File: config.mk
export PLATFORM = sky130hd
export DESIGN_NAME = arithmetic_core_param
export DESIGN_NICKNAME = d
export VERILOG_FILES = /design/src/rtl/arithmetic_core_param.sv
export SDC_FILE = /design/constraint.sdc
export NUM_CORES = 2
export LEC_CHECK = 0
export ABC_AREA = 1
export CORE_ASPECT_RATIO = 1.5
export CORE_MARGIN = 2
export CORE_UTILIZATION = 50
export DETAILED_ROUTE_END_ITERATION = 8
export DONT_BUFFER_PORTS = 1
export PLACE_DENSITY = 0.74
export RECOVER_POWER = 25
export SLEW_MARGIN = 20
export SYNTH_ARGS = -nofsm -noshare
export SYNTH_HDL_FRONTEND = slang
export SYNTH_SLANG_ARGS = --single-unit
File: constraint.sdc
create_clock -name clk -period 7 [get_ports clk]
set_clock_uncertainty 0.05 [all_clocks]
set_input_delay 1.05 -clock clk [delete_from_list [all_inputs] [get_ports clk]]
set_output_delay 1.05 -clock clk [all_outputs]
set_load 0.005 [all_outputs]
File: src/rtl/arithmetic_core_param.sv
// Pipelined K*K-tap signed MAC with bias, rounded requantisation, saturation,
// optional ReLU and optional streaming max-pool. Config rides with each sample.
module arithmetic_core_param #(
    parameter int unsigned DATA_W  = 8,
    parameter int unsigned TAPS    = 9,
    parameter int unsigned BIAS_W  = 16,
    parameter int unsigned SHIFT_W = 3,
    parameter int unsigned POOL    = 2,
    parameter int unsigned ACC_W   = 2 * DATA_W + $clog2(TAPS) + 1
) (
    input  logic                       clk,
    input  logic                       reset,
    input  logic [TAPS*DATA_W-1:0]     in_data,
    input  logic [TAPS*DATA_W-1:0]     weight,
    input  logic [BIAS_W-1:0]          bias,
    input  logic [SHIFT_W-1:0]         bound_level,
    input  logic                       en,
    input  logic                       en_relu,
    input  logic                       en_mp,
    output logic signed [DATA_W-1:0]   out,
    output logic                       out_en
);

    localparam int unsigned PROD_W = 2 * DATA_W;
    localparam int unsigned RND_W  = ACC_W + 1;
    localparam int unsigned CNT_W  = (POOL > 1) ? $clog2(POOL) : 1;

    localparam logic signed [RND_W-1:0] SAT_MAX = RND_W'((2 ** (DATA_W - 1)) - 1);
    localparam logic signed [RND_W-1:0] SAT_MIN = ~SAT_MAX;

    // ---------------- stage 1: per-tap products ----------------
    logic signed [DATA_W-1:0]  px_c   [TAPS];
    logic signed [DATA_W-1:0]  wt_c   [TAPS];
    logic signed [PROD_W-1:0]  prod_c [TAPS];

    logic signed [PROD_W-1:0]  prod_q [TAPS];
    logic signed [BIAS_W-1:0]  bias1_q;
    logic [SHIFT_W-1:0]        shift1_q;
    logic                      relu1_q;
    logic                      mp1_q;
    logic                      v1_q;

    // Tap 0 sits in the MSBs of both window and weight buses.
    always_comb begin
        for (int i = 0; i < TAPS; i++) begin
            px_c[i]   = in_data[(TAPS-1-i)*DATA_W +: DATA_W];
            wt_c[i]   = weight[(TAPS-1-i)*DATA_W +: DATA_W];
            prod_c[i] = PROD_W'(px_c[i]) * PROD_W'(wt_c[i]);
        end
    end

    always_ff @(posedge clk or posedge reset) begin
        if (reset) begin
            for (int i = 0; i < TAPS; i++) prod_q[i] <= '0;
            bias1_q  <= '0;
            shift1_q <= '0;
            relu1_q  <= 1'b0;
            mp1_q    <= 1'b0;
            v1_q     <= 1'b0;
        end else begin
            v1_q <= en;
            if (en) begin
                for (int i = 0; i < TAPS; i++) prod_q[i] <= prod_c[i];
                bias1_q  <= bias;
                shift1_q <= bound_level;
                relu1_q  <= en_relu;
                mp1_q    <= en_mp;
            end
        end
    end

    // ---------------- stage 2: accumulate plus bias ----------------
    logic signed [ACC_W-1:0]   acc_c;
    logic signed [ACC_W-1:0]   acc2_q;
    logic [SHIFT_W-1:0]        shift2_q;
    logic                      relu2_q;
    logic                      mp2_q;
    logic                      v2_q;

    always_comb begin
        acc_c = ACC_W'(bias1_q);
        for (int i = 0; i < TAPS; i++) begin
            acc_c = acc_c + ACC_W'(prod_q[i]);
        end
    end

    always_ff @(posedge clk or posedge reset) begin
        if (reset) begin
            acc2_q   <= '0;
            shift2_q <= '0;
            relu2_q  <= 1'b0;
            mp2_q    <= 1'b0;
            v2_q     <= 1'b0;
        end else begin
            v2_q <= v1_q;
            if (v1_q) begin
                acc2_q   <= acc_c;
                shift2_q <= shift1_q;
                relu2_q  <= relu1_q;
                mp2_q    <= mp1_q;
            end
        end
    end

    // ---------------- stage 3: round, shift, saturate, ReLU ----------------
    logic signed [RND_W-1:0]   rnd_half_c;
    logic signed [RND_W-1:0]   rnd_sum_c;
    logic signed [RND_W-1:0]   rnd_sh_c;
    logic signed [DATA_W-1:0]  res_c;

    logic signed [DATA_W-1:0]  res3_q;
    logic                      mp3_q;
    logic                      v3_q;

    // One extra bit of headroom keeps the half-LSB add from wrapping.
    always_comb begin
        rnd_half_c = '0;
        if (shift2_q != '0) begin
            rnd_half_c = RND_W'(1) << (shift2_q - SHIFT_W'(1));
        end
        rnd_sum_c = RND_W'(acc2_q) + rnd_half_c;
        rnd_sh_c  = rnd_sum_c >>> shift2_q;
        if (rnd_sh_c > SAT_MAX) begin
            res_c = DATA_W'(SAT_MAX);
        end else if (rnd_sh_c < SAT_MIN) begin
            res_c = DATA_W'(SAT_MIN);
        end else begin
            res_c = DATA_W'(rnd_sh_c);
        end
        if (relu2_q && res_c[DATA_W-1]) begin
            res_c = '0;
        end
    end

    always_ff @(posedge clk or posedge reset) begin
        if (reset) begin
            res3_q <= '0;
            mp3_q  <= 1'b0;
            v3_q   <= 1'b0;
        end else begin
            v3_q <= v2_q;
            if (v2_q) begin
                res3_q <= res_c;
                mp3_q  <= mp2_q;
            end
        end
    end

    // ---------------- output stage: bypass or streaming max-pool ----------------
    logic [CNT_W-1:0]          pool_cnt_q;
    logic signed [DATA_W-1:0]  pool_max_q;
    logic signed [DATA_W-1:0]  pool_cand_c;
    logic                      pool_last_c;

    always_comb begin
        pool_cand_c = res3_q;
        if (pool_cnt_q != '0 && pool_max_q > res3_q) begin
            pool_cand_c = pool_max_q;
        end
        pool_last_c = (pool_cnt_q == CNT_W'(POOL - 1));
    end

    // A bypass sample resets the counter, so any partial group is dropped.
    always_ff @(posedge clk or posedge reset) begin
        if (reset) begin
            out        <= '0;
            out_en     <= 1'b0;
            pool_cnt_q <= '0;
            pool_max_q <= '0;
        end else begin
            out_en <= 1'b0;
            if (v3_q) begin
                if (!mp3_q) begin
                    out        <= res3_q;
                    out_en     <= 1'b1;
                    pool_cnt_q <= '0;
                end else if (pool_last_c) begin
                    out        <= pool_cand_c;
                    out_en     <= 1'b1;
                    pool_cnt_q <= '0;
                end else begin
                    pool_max_q <= pool_cand_c;
                    pool_cnt_q <= pool_cnt_q + CNT_W'(1);
                end
            end
        end
    end

endmodule

==> metrics <==
outcome=finished, violations left; failing checks=capacitance limit, slew limit; Initial Util=0.505; GR peak layer=met2; CTS HTree Levels=1; hold depth=2; share of the synthesized area in the top cell type=0.344; Critical Path Source Type=flip-flop; number of synthesized register bits=221; Post-Syn Instances=4599; crit path max-delay cell type=fa_1; Hold WS=0.439 ns; final WL=86500 microns; CTS tree=built; R2R setup slack=1.45 ns; f_max=180 MHz; pin count of the biggest net entering global routing=146; die height=335 microns; post-layout min period=5.55 ns; die width=225 microns; Num CTS Buffers=27; layout cells sized above 1=0.0343; worst-case reg-to-reg path depth=23; drt first-iter violations=1344; Clk Tree Root Cell=clkbuf_16; Top FF cell, synth=dfrtp_1; unique cell type count in the Yosys netlist=44; IO Port Bufs=0; R2R Path Start=prod_q[67]; Synth async-reset ratio=1.00; Core Area=72500 sq um; vias in the first global route=29100; Vias/cell=5.02; CP Capture Type=flip-flop; Hold Startpoint=mp2_q; Slew HR=-1.01; total setup buffers inserted after CTS=0; final setup fails=0; hold buffer count at cts=0; cell row count=121; post-synthesis sequential area ratio=0.151; max_cap viols=2; post-cts sizing count=0; Area Growth Syn to Fin=3.83%; num ports=177; CP max stage delay=0.60 ns; Antenna Violating Nets Remaining=0; Final TNS setup=0 ns; worst slew pin tran=3.02 ns; endpoints failing hold=0; global-route wire length before repair=145000 microns; die area=75500 sq um; Req. time, crit path=7.32 ns; initial antenna violation count=2; RSZ-0062 raised after global routing=false; Tot GR Track Use=0.242; Tcrit/Tclk final=0.794; worst path cell trace=fa_1 > inv_1 > fa_1 > inv_1 > fa_1 > fa_1 > inv_1 > fa_1 > inv_1 > ha_1 > a21oi_1 > nor2_1 > o21ai_0 > o211ai_1 > a21oi_1 > o21ai_0 > a21boi_0 > nor2_1 > nor2_1 > nor2_1 > nor2_1 > nand3b_1 > o21ai_0; Worst-Skew Late Latency=0.58 ns; worst min path class=flip-flop to flip-flop; Clk pin slew, worst setup/hold paths=0.08 ns; Post-Syn Nets=5697; max-slew violations=155; met2 usage=0.463; # clock sinks=221; DR WL/cell=16.1 microns; cell taking the most area after synthesis=fa_1; Post-Syn Area=36600 sq um; Hold EP=mp3_q; number of synthesized flops with an enable pin=0; kind of cell adding the most delay to the critical path=adder cells; crit path buf inv count=4; met3 Use GR=0.0219; met1 Use GR=0.273; GP Congestion=0.928; synth top area cells=fa_1 34%, dfrtp_1 15%, inv_1 12%; kind of critical path=flip-flop to flip-flop; Vias=27000; drt drc=0; Post-Syn Area per Cell=7.96 sq um; Overflow after GRT=0; YS warnings=0; most frequent cells in the layout=1213 x inv_1, 1159 x nand2_1, 629 x fa_1; DP HPWL=73500 microns; maximum root-to-sink buffer count=3; worst-path fanout max=5; drt pass-1 iters=5; Worst Path Arrival=5.88 ns; most common cell after layout, fill and taps aside=inv_1; Worst R2R End=acc2_q[16]; Nets=5535
-- Yosys cell counts, types with 6 or more instances --
cell type  number
xnor2_1        51
xor2_1         71
nand4_1         7
a21oi_1        85
dfrtp_1       221
and2_1          8
a31oi_1        28
a21o_1         11
o211ai_1       14
clkbuf_1      186
or2_2          76
nor2_1        105
o31ai_1        12
o21ai_1        10
fa_1          629
a21boi_0        6
inv_1        1215
ha_1          301
inv_2           6
a211oi_1        7
o21ai_0       173
nand3_1       149
nand2_1      1159
nor3_1         16
nor2_2          6
-- metal layers --
layer  part of all wire  vias to the layer above
met1               0.38                    13300
met2               0.54                      505
li1                   -                    13100
met3              0.034                      153
met4              0.048                        0
met5                  0                        -
-- how the worst max path moves through the flow --
stage	endpoint	depth (start not counted)	startpoint	slack, ns
after detailed placement	prod_q[62]	25	weight[31]	1.39
after floorplan	prod_q[94]	23	in_data[40]	1.56
after CTS	acc2_q[16]	23	prod_q[67]	1.57
final	acc2_q[16]	23	prod_q[67]	1.45
after global routing	acc2_q[16]	23	prod_q[67]	1.07
after global placement	prod_q[62]	25	weight[31]	1.39
-- per-stage QoR --
stage               cells  setup WS, ns   util  cell area (sq um)
CTS                  5379          1.57  0.525              38000
global placement     5330          1.39  0.511              37100
detailed placement   5330          1.39  0.511              37100
global route         5379          1.07  0.524              38000
floorplan            4599          1.56      -              36600
finish               5381          1.45  0.524              38000
-- cells by family (layout without fill, tap and decap cells) --
group,after synthesis,in the layout,synth area share
AOI/OAI and AO/OA,358,358,0.0544
and+or+nand+nor,1549,1549,0.173
buffers and inverters,1418,1276,0.146
other,1,3,0.000102
adders and majority gates,930,930,0.447
xor gates and xnor gates,122,122,0.0292
DFF,221,221,0.151
-- flip-flops by register name, indices dropped and copies added (netlist names), 3 cells and up --
| signal | count |
|---|---|
| pool_max_q | 8 |
| bias1_q | 16 |
| prod_q | 144 |
| res3_q | 8 |
| shift1_q | 3 |
| out | 8 |
| shift2_q | 3 |
| acc2_q | 21 |
-- worst register-to-register path: stages (launching register included) --
cell,delay (ns)
dfrtp_1,0.47
fa_1,0.60
inv_1,0.08
fa_1,0.53
inv_1,0.05
fa_1,0.45
fa_1,0.49
inv_1,0.05
fa_1,0.47
inv_1,0.04
ha_1,0.33
a21oi_1,0.20
nor2_1,0.06
o21ai_0,0.20
o211ai_1,0.16
a21oi_1,0.23
o21ai_0,0.14
a21boi_0,0.31
nor2_1,0.08
nor2_1,0.09
nor2_1,0.06
nor2_1,0.07
nand3b_1,0.10
o21ai_0,0.10
-- final cells by class --
class | instances | area (sq um)
tap | 922 | 1150
fill | 6783 | 34500
antenna | 2 | 5.00
clock inverter | 14 | 186
sequential | 221 | 5530
inverter | 1223 | 4600
multi-input combinational | 2960 | 25800
clock buffer | 35 | 766
timing repair buffer | 4 | 23.8
Power is left out: the tool's default activity adds up to more than one toggle a clock period on the data nets, which glitch-free logic cannot reach.
